==> src/rtl/sccb_req_arbiter_if.sv <==
// Bundle of requester handshake, status outputs and transceiver command/status
// signals shared between the SCCB request arbiter and its environment.
interface sccb_req_arbiter_if;
  logic [1:0]  req;
  logic [15:0] req_sub;
  logic [15:0] req_wdata;
  logic [1:0]  ack;
  logic [1:0]  grant;
  logic        busy;
  logic        fault;
  logic        cmd_start;
  logic        cmd_stop;
  logic        cmd_exerw;
  logic        cmd_rwb;
  logic [7:0]  tx_data;
  logic        status_busy;
  logic        status_byted;

  modport master (
    output req, req_sub, req_wdata, status_busy, status_byted,
    input  ack, grant, busy, fault, cmd_start, cmd_stop, cmd_exerw, cmd_rwb, tx_data
  );

  modport slave (
    input  req, req_sub, req_wdata, status_busy, status_byted,
    output ack, grant, busy, fault, cmd_start, cmd_stop, cmd_exerw, cmd_rwb, tx_data
  );
endinterface

==> src/rtl/sccb_req_arbiter.sv <==
// Two-requester round-robin arbiter that sequences a 3-phase SCCB write
// (ID, sub-address, data) through a byte-level transceiver.
module sccb_req_arbiter #(
  parameter logic [6:0]  DEV_ID      = 7'h21,
  parameter int unsigned GAP_CYC     = 1000,
  parameter int unsigned TIMEOUT_CYC = 100000
) (
  input logic               sys_clk,
  input logic               rst_n,
  sccb_req_arbiter_if.slave bus
);

  localparam int unsigned GW = (GAP_CYC > 1) ? $clog2(GAP_CYC) : 1;
  localparam int unsigned TW = (TIMEOUT_CYC > 1) ? $clog2(TIMEOUT_CYC) : 1;
  localparam logic [GW-1:0] GAP_LAST = GW'((GAP_CYC > 0) ? GAP_CYC - 1 : 0);
  localparam logic [TW-1:0] TMO_LAST = TW'((TIMEOUT_CYC > 0) ? TIMEOUT_CYC - 1 : 0);
  localparam logic [7:0]    ID_BYTE  = {DEV_ID, 1'b0};

  typedef enum logic [2:0] {IDLE, START, ID, SUB, DATA, STOP, GAP, FAULT} state_t;

  state_t        state_q, state_d;
  logic [1:0]    grant_q, grant_d;
  logic [1:0]    ack_q, ack_d;
  logic          last_q, last_d;
  logic [7:0]    sub_q, sub_d;
  logic [7:0]    wdata_q, wdata_d;
  logic [7:0]    tx_q, tx_d;
  logic          start_q, start_d;
  logic          exerw_q, exerw_d;
  logic          stop_q, stop_d;
  logic          busy_q, busy_d;
  logic          fault_q, fault_d;
  logic [GW-1:0] gap_q, gap_d;
  logic [TW-1:0] tmo_q, tmo_d;
  logic          win;

  // With both requests up the requester not served last wins; otherwise the lone one.
  assign win = (bus.req == 2'b11) ? ~last_q : bus.req[1];

  always_comb begin
    state_d = state_q;
    grant_d = grant_q;
    ack_d   = 2'b00;
    last_d  = last_q;
    sub_d   = sub_q;
    wdata_d = wdata_q;
    tx_d    = tx_q;
    start_d = 1'b0;
    exerw_d = 1'b0;
    stop_d  = 1'b0;
    gap_d   = gap_q;
    tmo_d   = tmo_q;

    unique case (state_q)
      IDLE: begin
        if (|bus.req) begin
          state_d = START;
          grant_d = win ? 2'b10 : 2'b01;
          last_d  = win;
          sub_d   = win ? bus.req_sub[15:8] : bus.req_sub[7:0];
          wdata_d = win ? bus.req_wdata[15:8] : bus.req_wdata[7:0];
          start_d = 1'b1;
          tx_d    = ID_BYTE;
        end
      end
      START: state_d = ID;
      ID: begin
        if (bus.status_byted) begin
          exerw_d = 1'b1;
          tx_d    = sub_q;
          state_d = SUB;
        end else if (tmo_q == TMO_LAST) begin
          state_d = FAULT;
        end else begin
          tmo_d = tmo_q + 1'b1;
        end
      end
      SUB: begin
        if (bus.status_byted) begin
          exerw_d = 1'b1;
          tx_d    = wdata_q;
          state_d = DATA;
        end else if (tmo_q == TMO_LAST) begin
          state_d = FAULT;
        end else begin
          tmo_d = tmo_q + 1'b1;
        end
      end
      DATA: begin
        if (bus.status_byted) begin
          stop_d  = 1'b1;
          state_d = STOP;
        end else if (tmo_q == TMO_LAST) begin
          state_d = FAULT;
        end else begin
          tmo_d = tmo_q + 1'b1;
        end
      end
      STOP: begin
        stop_d = 1'b1;
        if (!bus.status_busy) begin
          ack_d   = grant_q;
          stop_d  = 1'b0;
          grant_d = 2'b00;
          state_d = (GAP_CYC == 0) ? IDLE : GAP;
        end else if (bus.status_byted) begin
          tmo_d = '0;
        end else if (tmo_q == TMO_LAST) begin
          stop_d  = 1'b0;
          state_d = FAULT;
        end else begin
          tmo_d = tmo_q + 1'b1;
        end
      end
      GAP: begin
        if (gap_q == GAP_LAST) begin
          state_d = IDLE;
        end else begin
          gap_d = gap_q + 1'b1;
        end
      end
      FAULT: state_d = FAULT;
      default: state_d = IDLE;
    endcase

    // Both counters restart whenever a new state is entered.
    if (state_d != state_q) begin
      tmo_d = '0;
      gap_d = '0;
    end
    if (state_d == FAULT) begin
      grant_d = 2'b00;
    end
    busy_d  = (state_d != IDLE);
    fault_d = (state_d == FAULT);
  end

  always_ff @(posedge sys_clk or negedge rst_n) begin
    if (!rst_n) begin
      state_q <= IDLE;
      grant_q <= 2'b00;
      ack_q   <= 2'b00;
      last_q  <= 1'b1;
      sub_q   <= 8'h00;
      wdata_q <= 8'h00;
      tx_q    <= 8'h00;
      start_q <= 1'b0;
      exerw_q <= 1'b0;
      stop_q  <= 1'b0;
      busy_q  <= 1'b0;
      fault_q <= 1'b0;
      gap_q   <= '0;
      tmo_q   <= '0;
    end else begin
      state_q <= state_d;
      grant_q <= grant_d;
      ack_q   <= ack_d;
      last_q  <= last_d;
      sub_q   <= sub_d;
      wdata_q <= wdata_d;
      tx_q    <= tx_d;
      start_q <= start_d;
      exerw_q <= exerw_d;
      stop_q  <= stop_d;
      busy_q  <= busy_d;
      fault_q <= fault_d;
      gap_q   <= gap_d;
      tmo_q   <= tmo_d;
    end
  end

  assign bus.ack       = ack_q;
  assign bus.grant     = grant_q;
  assign bus.busy      = busy_q;
  assign bus.fault     = fault_q;
  assign bus.cmd_start = start_q;
  assign bus.cmd_stop  = stop_q;
  assign bus.cmd_exerw = exerw_q;
  assign bus.cmd_rwb   = 1'b0;
  assign bus.tx_data   = tx_q;

endmodule

==> src/flat_wrapper.sv <==
// flat-port wrapper written by rule: the top's interface ports become plain ports
module sccb_req_arbiter_flat 
#(
  parameter logic [6:0]  DEV_ID      = 7'h21,
  parameter int unsigned GAP_CYC     = 1000,
  parameter int unsigned TIMEOUT_CYC = 100000
)
  (sys_clk, rst_n, bus_req, bus_req_sub, bus_req_wdata, bus_status_busy, bus_status_byted, bus_ack, bus_grant, bus_busy, bus_fault, bus_cmd_start, bus_cmd_stop, bus_cmd_exerw, bus_cmd_rwb, bus_tx_data);
  sccb_req_arbiter_if bus_i ();
  input logic sys_clk;
  input logic rst_n;
  input wire logic [$bits(bus_i.req)-1:0] bus_req;
  input wire logic [$bits(bus_i.req_sub)-1:0] bus_req_sub;
  input wire logic [$bits(bus_i.req_wdata)-1:0] bus_req_wdata;
  input wire logic [$bits(bus_i.status_busy)-1:0] bus_status_busy;
  input wire logic [$bits(bus_i.status_byted)-1:0] bus_status_byted;
  output wire logic [$bits(bus_i.ack)-1:0] bus_ack;
  output wire logic [$bits(bus_i.grant)-1:0] bus_grant;
  output wire logic [$bits(bus_i.busy)-1:0] bus_busy;
  output wire logic [$bits(bus_i.fault)-1:0] bus_fault;
  output wire logic [$bits(bus_i.cmd_start)-1:0] bus_cmd_start;
  output wire logic [$bits(bus_i.cmd_stop)-1:0] bus_cmd_stop;
  output wire logic [$bits(bus_i.cmd_exerw)-1:0] bus_cmd_exerw;
  output wire logic [$bits(bus_i.cmd_rwb)-1:0] bus_cmd_rwb;
  output wire logic [$bits(bus_i.tx_data)-1:0] bus_tx_data;
  assign bus_i.req = bus_req;
  assign bus_i.req_sub = bus_req_sub;
  assign bus_i.req_wdata = bus_req_wdata;
  assign bus_i.status_busy = bus_status_busy;
  assign bus_i.status_byted = bus_status_byted;
  assign bus_ack = bus_i.ack;
  assign bus_grant = bus_i.grant;
  assign bus_busy = bus_i.busy;
  assign bus_fault = bus_i.fault;
  assign bus_cmd_start = bus_i.cmd_start;
  assign bus_cmd_stop = bus_i.cmd_stop;
  assign bus_cmd_exerw = bus_i.cmd_exerw;
  assign bus_cmd_rwb = bus_i.cmd_rwb;
  assign bus_tx_data = bus_i.tx_data;
  sccb_req_arbiter #(.DEV_ID(DEV_ID), .GAP_CYC(GAP_CYC), .TIMEOUT_CYC(TIMEOUT_CYC)) u_core (.sys_clk(sys_clk), .rst_n(rst_n), .bus(bus_i));
endmodule
==> config.mk <==
export PLATFORM = sky130hd
export DESIGN_NAME = sccb_req_arbiter_flat
export DESIGN_NICKNAME = d
export VERILOG_FILES = /design/src/rtl/sccb_req_arbiter_if.sv /design/src/rtl/sccb_req_arbiter.sv /design/src/flat_wrapper.sv
export SDC_FILE = /design/constraint.sdc
export NUM_CORES = 1
export LEC_CHECK = 0
export CAP_MARGIN = 20
export CORE_ASPECT_RATIO = 1.5
export CORE_UTILIZATION = 53
export DETAILED_ROUTE_END_ITERATION = 7
export GPL_ROUTABILITY_DRIVEN = 0
export PLACE_DENSITY_LB_ADDON = 0.15
export SLEW_MARGIN = 15
export SYNTH_ARGS = -nofsm -noshare
export SYNTH_HDL_FRONTEND = slang
export SYNTH_SLANG_ARGS = --single-unit
==> constraint.sdc <==
create_clock -name sys_clk -period 2.5 [get_ports sys_clk]
set_input_delay 0.625 -clock sys_clk [delete_from_list [all_inputs] [get_ports sys_clk]]
set_output_delay 0.625 -clock sys_clk [all_outputs]
set_load 0.1 [all_outputs]
Yosys cells after proc, flatten, opt, wreduce, memory -nomap -nowiden
Cells that the tools add are included.

word-level totals
  register bits = 64
  input bits = 38
  output and inout port bits = 18
  logic and storage cells = 91

operators by class
  $add $sub $neg = 2
  equal/unequal tests = 20
  muxes and demuxes = 40
  bitwise operators = 1
  reductions and logical operators = 14

operators with widths
  operator                                               number
  two-way mux 17 bit                                     5
  two-way mux 8 bit                                      5
  one-hot mux 17 bit (2 select lines)                    1
  two-way mux 10 bit                                     3
  two-way mux 3 bit                                      8
  one-hot mux 3 bit (8 select lines)                     1
  one-hot mux 8 bit (3 select lines)                     1
  adder 17 x 1 -> 17 bit, second input constant          1
  equality test 17 bit, second input constant            1
  equality test 3 bit, second input constant             5
  two-way mux 2 bit                                      6
  nonzero test 3 bit                                     4
  adder 10 x 1 -> 10 bit, second input constant          1
  equality test 10 bit, second input constant            1
  inequality test 3 x 2 -> 1 bit, second input constant  3
  two-way mux 1 bit                                      8
  equality test 3 x 2 -> 1 bit, second input constant    2
  inequality test 2 bit, second input constant           3
  AND reduction 3 bit                                    2
  one-hot mux 2 bit (2 select lines)                     1
  AND reduction 2 bit                                    2
  AND reduction 4 bit                                    1
  OR reduction 2 bit                                     2
  equality test 3 x 1 -> 1 bit, second input constant    1
  other kinds (9)                                        9

Depth between registers and ports, before layout
Gate-level depths: netlist of run 1.

  depth after elaboration = 8
  depth in mapped cells = 7
  depth with buffers taken out = 6

Least setup slack after synthesis of run 1
Ideal clock, no wire load.

  kind = register to register
  start = reg u_core.tmo_q[6]
  end = reg u_core.grant_q[1], in the netlist u_core.bus.grant[1]
  data arrival time = 2,120 ps
  setup slack = 254 ps
  cell stages (with the launch flop) = 7
  clock period less this slack = 2,246 ps
  cell sequence = dfrtp_1 or4b_4 or4_1 buf_2 o32a_1 a21oi_2 a21oi_1

between the ends
  longest elaborated chain between the ends = 8
  elaborated cells between the ends (all ways) = 14
  those cells by class = eq/ne: 4; mux: 8; reduce/logical: 2

ends and longest elaborated chain
  element                                                                        RTL line                 source
  from (decl)                                                                    sccb_req_arbiter.sv:34   logic [TW-1:0] tmo_q, tmo_d;
  from (signal assigned)                                                         sccb_req_arbiter.sv:168  tmo_q <= tmo_d;
  equality test 17 bit *                                                         n/a
  two-way mux 3 bit *                                                            n/a
  two-way mux 3 bit                                                              sccb_req_arbiter.sv:106  end else if (bus.status_byted) begin
  two-way mux 3 bit                                                              sccb_req_arbiter.sv:101  if (!bus.status_busy) begin
  one-hot mux 3 bit (8 select lines) *                                           sccb_req_arbiter.sv:54   unique case (state_q)
  equality test 3 bit *                                                          sccb_req_arbiter.sv:131  if (state_d == FAULT) begin
  inequality test 3 x 1 -> 1 bit (no source line), or another cell as far along  n/a
  AND reduction 3 bit (no source line)                                           n/a
  to (signal assigned)                                                           sccb_req_arbiter.sv:156  grant_q <= grant_d;
  to (decl)                                                                      sccb_req_arbiter.sv:22   logic [1:0] grant_q, grant_d;

Every way passes the cells marked *; elsewhere a longest branch is shown, timed or not.
A chain may end at the register's enable or synchronous reset.

Worst setup path in the final report of run 1
  start = reg u_core.tmo_q[5]
  end = reg u_core.fault_q, in the netlist u_core.bus.fault

between the ends
  longest elaborated chain between the ends = 6
  elaborated cells between the ends (all ways) = 9
  those cells by class = eq/ne: 2; mux: 7

ends and longest elaborated chain
  element                               RTL line                 source
  equality test 17 bit *                n/a
  two-way mux 3 bit *                   n/a
  two-way mux 3 bit                     sccb_req_arbiter.sv:106
  two-way mux 3 bit                     sccb_req_arbiter.sv:101
  one-hot mux 3 bit (8 select lines) *  sccb_req_arbiter.sv:54
  via u_core.state_d[2]                 sccb_req_arbiter.sv:21   state_t state_q, state_d;
  equality test 3 bit *                 sccb_req_arbiter.sv:135  fault_d = (state_d == FAULT);
  via u_core.fault_d                    sccb_req_arbiter.sv:32   logic fault_q, fault_d;
  to (signal assigned)                  sccb_req_arbiter.sv:166  fault_q <= fault_d;
  to (decl)                             sccb_req_arbiter.sv:32

The timed path passes the listed nets; every way through them passes the cells marked *.

==> metrics.txt, run 1 <==
Max Clk Rate=approximately 430 MHz; Boundary Pins=between 50 and 60; Hold WC Path Type=in2async; drt total wl=7370 µm; setup tns final=0 ns; final-report hold violation count=0; Synth area leader=dfrtp_1; Final Max Slew Viols=0; worst-path fanout max=7; Synth Flop Type=dfrtp_1; Ys Warns=0; synthesis-to-layout area growth=26.3%; ANT cells=0; register area share after synthesis=0.483; max cap viols=0; Port Buffers=54; fin crit share=0.923; Post-Synth Adder-Cell Area=0.00754; First DRT Iteration DRCs=around 150; largest family of logic cells by synthesized area=simple AND/OR/NAND/NOR gates; top cells by area, synth=dfrtp_1, mux2i_1, nor2_1, o21ai_0, xnor2_1; clk slew on worst S/H paths=~0.070 ns; Synth Area in Compound Gates=0.102; DIE WIDTH=66.6 µm; outcome=finished clean; CP Cell Sequence=or4b_4 -> or4_1 -> buf_4 -> a21oi_1 -> o21a_1 -> and2_1; CP required=approximately 2.8 ns; Die Footprint=around 0.0066 mm²; Yosys cell types=48; largest net degree at the start of global routing=30; simple logic cell fraction of the synthesized area=0.227; DRC=0; post-route minimum period=around 2.3 ns; XOR/XNOR Fraction of Synth Area=0.0607; Peak supply drop=slightly below 1 mV; Die Height=98.9 µm; CTS max path bufs=2; clk_lat worst skew=approximately 0.34 ns; Final ANT Viol Nets=0; row count=34; Cell Area, Synth=between 0.003 and 0.004 mm²; setup violators final=0; Final Non-Filler Cells=between 400 and 500; post-synthesis mux area share=0.0777; worst-margin pin slew=~0.63 ns; Synth Register Bits=64; Vias=2810; Syn Area/Cell=9.40 µm²; Yosys top cell area share=0.475; depth of the CTS H-tree=3; CTS Buf Count=9; clock tree sinks=64; Clock Tree Root=clkbuf_8; Async S/R FF share, synth=1.00; Critical Path Slowest Stage Cell=or4_1; DP Wirelength=5390 µm; clk_skew=0.00481 ns; total gr overflow=0; max incr delay on CP=approximately 0.57 ns; Post-CTS Repair Setup Buffers=0; unrepaired setup endpoints after global routing=no; Avg WL per Cell=about 15 µm; Initial Utilization=0.561; layout cells sized above 1=0.153; first-pass GRT wire length=about 12000 µm; final net count=460; initial antenna violation count=0; Hold-fix buffers, CTS=0; Rel. slew slack=0.580; iteration count of the initial detailed-routing pass=4; Leakage=approximately 1.9 nW; average vias per placed instance=about 5.7; Syn Nets=between 300 and 400; dpl cells=481; EDFF count, synth=0; core footprint=0.00591 mm²; CP Capture Type=register; CP startpoint kind=register; vias in the first global route=2865; PostCTS Resize Cnt=0; post-synthesis cell count=around 350; CTS tree=built; CP Data Arrival Time=2.59 ns; commonest cells after routing, fill and taps aside=dfrtp_1, nor2_1, clkdlybuf4s50_1, buf_4; pwr dens=approximately 1000 mW/mm²; crit path kind=reg2reg; Tot Pwr=4.40 mW; most common cell after layout, fill and taps aside=dfrtp_1; gr usage total=0.253
## sequential cells by signal, indices dropped and copies added, names as in the netlist
signal	flops
u_core.sub_q	8
u_core.bus.grant	2
u_core.bus.cmd_exerw	1
u_core.bus.fault	1
u_core.last_q	1
u_core.bus.cmd_start	1
u_core.tmo_q	17
u_core.wdata_q	8
u_core.bus.cmd_stop	1
u_core.bus.busy	1
u_core.bus.ack	2
u_core.gap_q	10
u_core.bus.tx_data	8
u_core.state_q	3
## worst paths after layout
check                           slack [ns]                   to             from  cells after the start
max in group asynchronous             1.54      u_core.gap_q[3]            rst_n                      2
worst max-delay path                  0.19     u_core.bus.fault  u_core.tmo_q[5]                      6
worst min-delay path                  0.23  u_core.bus.cmd_stop            rst_n                      1
worst min register to register        0.48        u_core.last_q    u_core.last_q                      2
min in group sys_clk                  0.48        u_core.last_q    u_core.last_q                      2
worst max register to register        0.19     u_core.bus.fault  u_core.tmo_q[5]                      6
## power by group
part	internal, mW	total, mW	leakage [nW]	switching, mW
Clock	0.512	0.894	0.103	0.381
Sequential	1.35	1.56	0.826	0.216
Combinational	0.646	1.94	0.935	1.29
## stage by stage
step / instance area [µm²] / setup slack [ns] / utilization / hold slack (ns)
CTS: 4190 / 0.192 / 0.709 / 0.231
global route: 4190 / 0.100 / 0.709 / 0.253
detailed placement: 3990 / 0.127 / 0.675 / 0.469
finish: 4190 / 0.191 / 0.709 / 0.227
floorplan: 3320 / 0.254 / - / 0.329
global placement: 3990 / 0.153 / 0.675 / 0.456
## critical path: cells and delay by family (launching register included)
family / cells / cell delay [ns]
DFF: 1 / 0.42
AOI/OAI and AO/OA: 2 / 0.35
and+or+nand+nor: 3 / 1.27
buffers and inverters: 1 / 0.20
## kinds of logic after synthesis
family          Yosys count
compound gates           56
xor+xnor                 23
fa+ha+maj                 2
buf+inv                  34
flops                    64
mux                      25
other cells               1
simple gates            148
## area by class of cell
type	count	area [µm²]
fillers	476	1720
flip-flops and latches	64	1600
multi-input cells	255	1580
repair buffers	74	656
clock buffers	13	159
well taps	72	90.1
inverters	16	60.1
clock inverters	3	40.0
## synth_stat cells, types with 4 or more instances
library cell,count
a21oi_1,10
and2_1,7
clkbuf_1,11
dfrtp_1,63
inv_1,16
mux2_2,6
mux2i_1,19
nand2_1,26
nand3_1,19
nand4_1,11
nand4b_1,4
nor2_1,44
nor2b_1,4
nor3_1,11
nor4_1,5
o21ai_0,26
xnor2_1,14
xor2_1,9
## routing by layer
metal / vias to the layer above / routed length, µm / track usage
met5: - / 0 / 0
met4: 0 / 206 / 0.151
met3: 23 / 261 / 0.0324
met2: 81 / 3990 / 0.449
met1: 1343 / 2910 / 0.276
li1: 1363 / - / -
Note: power is estimated with default switching activity, not from simulation.
==> run 2: changes to the inputs <==
- CAP_MARGIN: 20 -> not set
- CELL_PAD_IN_SITES_DETAIL_PLACEMENT: not set -> 1
- CELL_PAD_IN_SITES_GLOBAL_PLACEMENT: not set -> 1
- CORE_UTILIZATION: 53 -> 40
==> run 2 against run 1 <==
Flip-flop and latch count did not move; clock-buffer cell count did not move; setup slack got worse by 0.011 ns; combinational power barely moved; non-clock buffer count rose by 1; power rose by 13%; die area rose by 32%; final cell count rose by 6.8%; critical path type unchanged; critical endpoint unchanged; highest routed layer unchanged.
==> metrics.txt, run 2 (synthesized netlist as in run 1, its figures left out) <==
outcome=finished clean; CP Buf/Inv Count=0; CTS tree=built; post-route minimum period=between 2 and 2.5 ns; DRC=0; Vias=approximately 2900; max cap viols=0; met3 Use GR=0.0360; Hold-fix buffers, CTS=0; DP Wirelength=~6500 µm; unrepaired setup endpoints after global routing=no; Clock Tree Root=clkbuf_16; global-route track usage on met1=0.238; clock tree sinks=64; Die Height=114 µm; layout cells sized above 1=0.155; crit path kind=reg2reg; CTS max path bufs=2; met2 usage=0.425; drt total wl=9010 µm; gr usage total=0.227; iteration count of the initial detailed-routing pass=4; fin crit share=0.928; average vias per placed instance=approximately 5.4; reg2reg setup slack=0.18 ns; Boundary Pins=56; Die Footprint=about 0.0087 mm²; largest delay contributor family on the critical path=simple AND/OR/NAND/NOR gates; Peak supply drop=around 0.59 mV; setup tns final=0 ns; synthesis-to-layout area growth=32.4%; final worst slack=between 0.15 and 0.2 ns; CP required=around 2.8 ns; first-pass GRT wire length=roughly 15000 µm; ANT cells=0; initial antenna violation count=0; setup violators final=0; Max Clk Rate=approximately 430 MHz; clk_lat worst skew=roughly 0.33 ns; Final Max Slew Viols=0; max incr delay on CP=0.56 ns; worst-path fanout max=4; CTS Buf Count=9; core footprint=about 0.008 mm²; Initial Utilization=0.414; CP startpoint kind=register; reg2reg start=u_core.tmo_q[5]; Avg WL per Cell=17.0 µm; CP Capture Type=register; DIE WIDTH=~76 µm; worst-margin pin slew=0.604 ns; cells on worst reg2reg path=5; final net count=about 460; Leakage=1.93 nW; depth of the CTS H-tree=3; clk slew on worst S/H paths=around 0.06 ns; reg2reg end=u_core.bus.fault; final-report hold violation count=0; CP Data Arrival Time=2.59 ns; First DRT Iteration DRCs=around 120; Port Buffers=54; vias in the first global route=just over 3000; Hold WC Path Type=in2async; Critical Path Slowest Stage Cell=or4b_4; most common cell after layout, fill and taps aside=dfrtp_1; CP Cell Sequence=or4b_4 -> or4_1 -> o32a_1 -> a21oi_2 -> and2_1; Post-CTS Repair Setup Buffers=0; largest registers=u_core.tmo_q: 17 flops, u_core.gap_q: 10 flops; largest net degree at the start of global routing=a little over 40; Top Usage Layer GRT=met2; total gr overflow=0; row count=40; PostCTS Resize Cnt=0; clk_skew=0.00644 ns; Rel. slew slack=0.597; Final ANT Viol Nets=0; pwr dens=1130 mW/mm²; worst slack, placed=around 0.11 ns; commonest cells after routing, fill and taps aside=dfrtp_1, nor2_1, clkdlybuf4s50_1; Most flops, register=u_core.tmo_q; Largest register FFs=17
==> run 2: cell types whose count changed in the layout (fill, tap and decap cells not counted), sizes merged <==
| cell | change |
|---|---|
| buf | +1 |
| bufinv | +1 |
| clkinv | -1 |
==> run 2: routing by layer <==
metal	up-vias	part of all wire	wire, µm
met4	0	0.036	326
li1	1359	-	-
met1	1412	0.39	3470
met2	70	0.55	4990
met5	-	0	0
met3	28	0.025	222
==> run 2: worst register-to-register path, stage by stage (launching register included) <==
cell and delay, ns:
dfrtp_1 0.42, or4b_4 0.56, or4_1 0.56, o32a_1 0.36, a21oi_2 0.21, and2_1 0.15
==> run 2: worst max path at each step <==
stage	start	endpoint	slack, ns	cells past startpoint
after floorplan	u_core.tmo_q[6]	u_core.bus.grant[1]	0.25	6
after global placement	bus_req[1]	u_core.gap_q[1]	0.13	8
after detailed placement	bus_status_busy	u_core.tmo_q[7]	0.11	6
after CTS	u_core.tmo_q[5]	u_core.bus.fault	0.15	6
after global routing	u_core.tmo_q[5]	u_core.bus.fault	0.06	6
final	u_core.tmo_q[5]	u_core.bus.fault	0.18	5
==> run 2: layout make-up <==
type,count,area (µm²)
fill,923,3620
sequential,64,1600
multi-input combinational,255,1580
timing repair buffer,75,688
clock buffer,13,260
tap,105,131
clock inverter,3,65.1
inverter,16,60.1
==> run 2: report_power, final <==
group	internal (mW)	switching (mW)	leakage, nW
logic	0.659	1.31	0.947
registers	1.35	0.254	0.826
clock network	0.926	0.450	0.160
==> run 2: through the flow <==
step | instances | hold WS [ns] | utilization | power [mW] | instance area, µm²
after global routing | 531 | 0.302 | 0.548 | 5.22 | 4390
after global placement | 515 | 0.460 | 0.508 | 3.52 | 4070
final | 531 | 0.251 | 0.548 | 4.95 | 4390
after detailed placement | 515 | 0.468 | 0.508 | 3.59 | 4070
after CTS | 531 | 0.273 | 0.548 | 4.99 | 4390
after floorplan | 353 | 0.329 | - | 2.97 | 3320
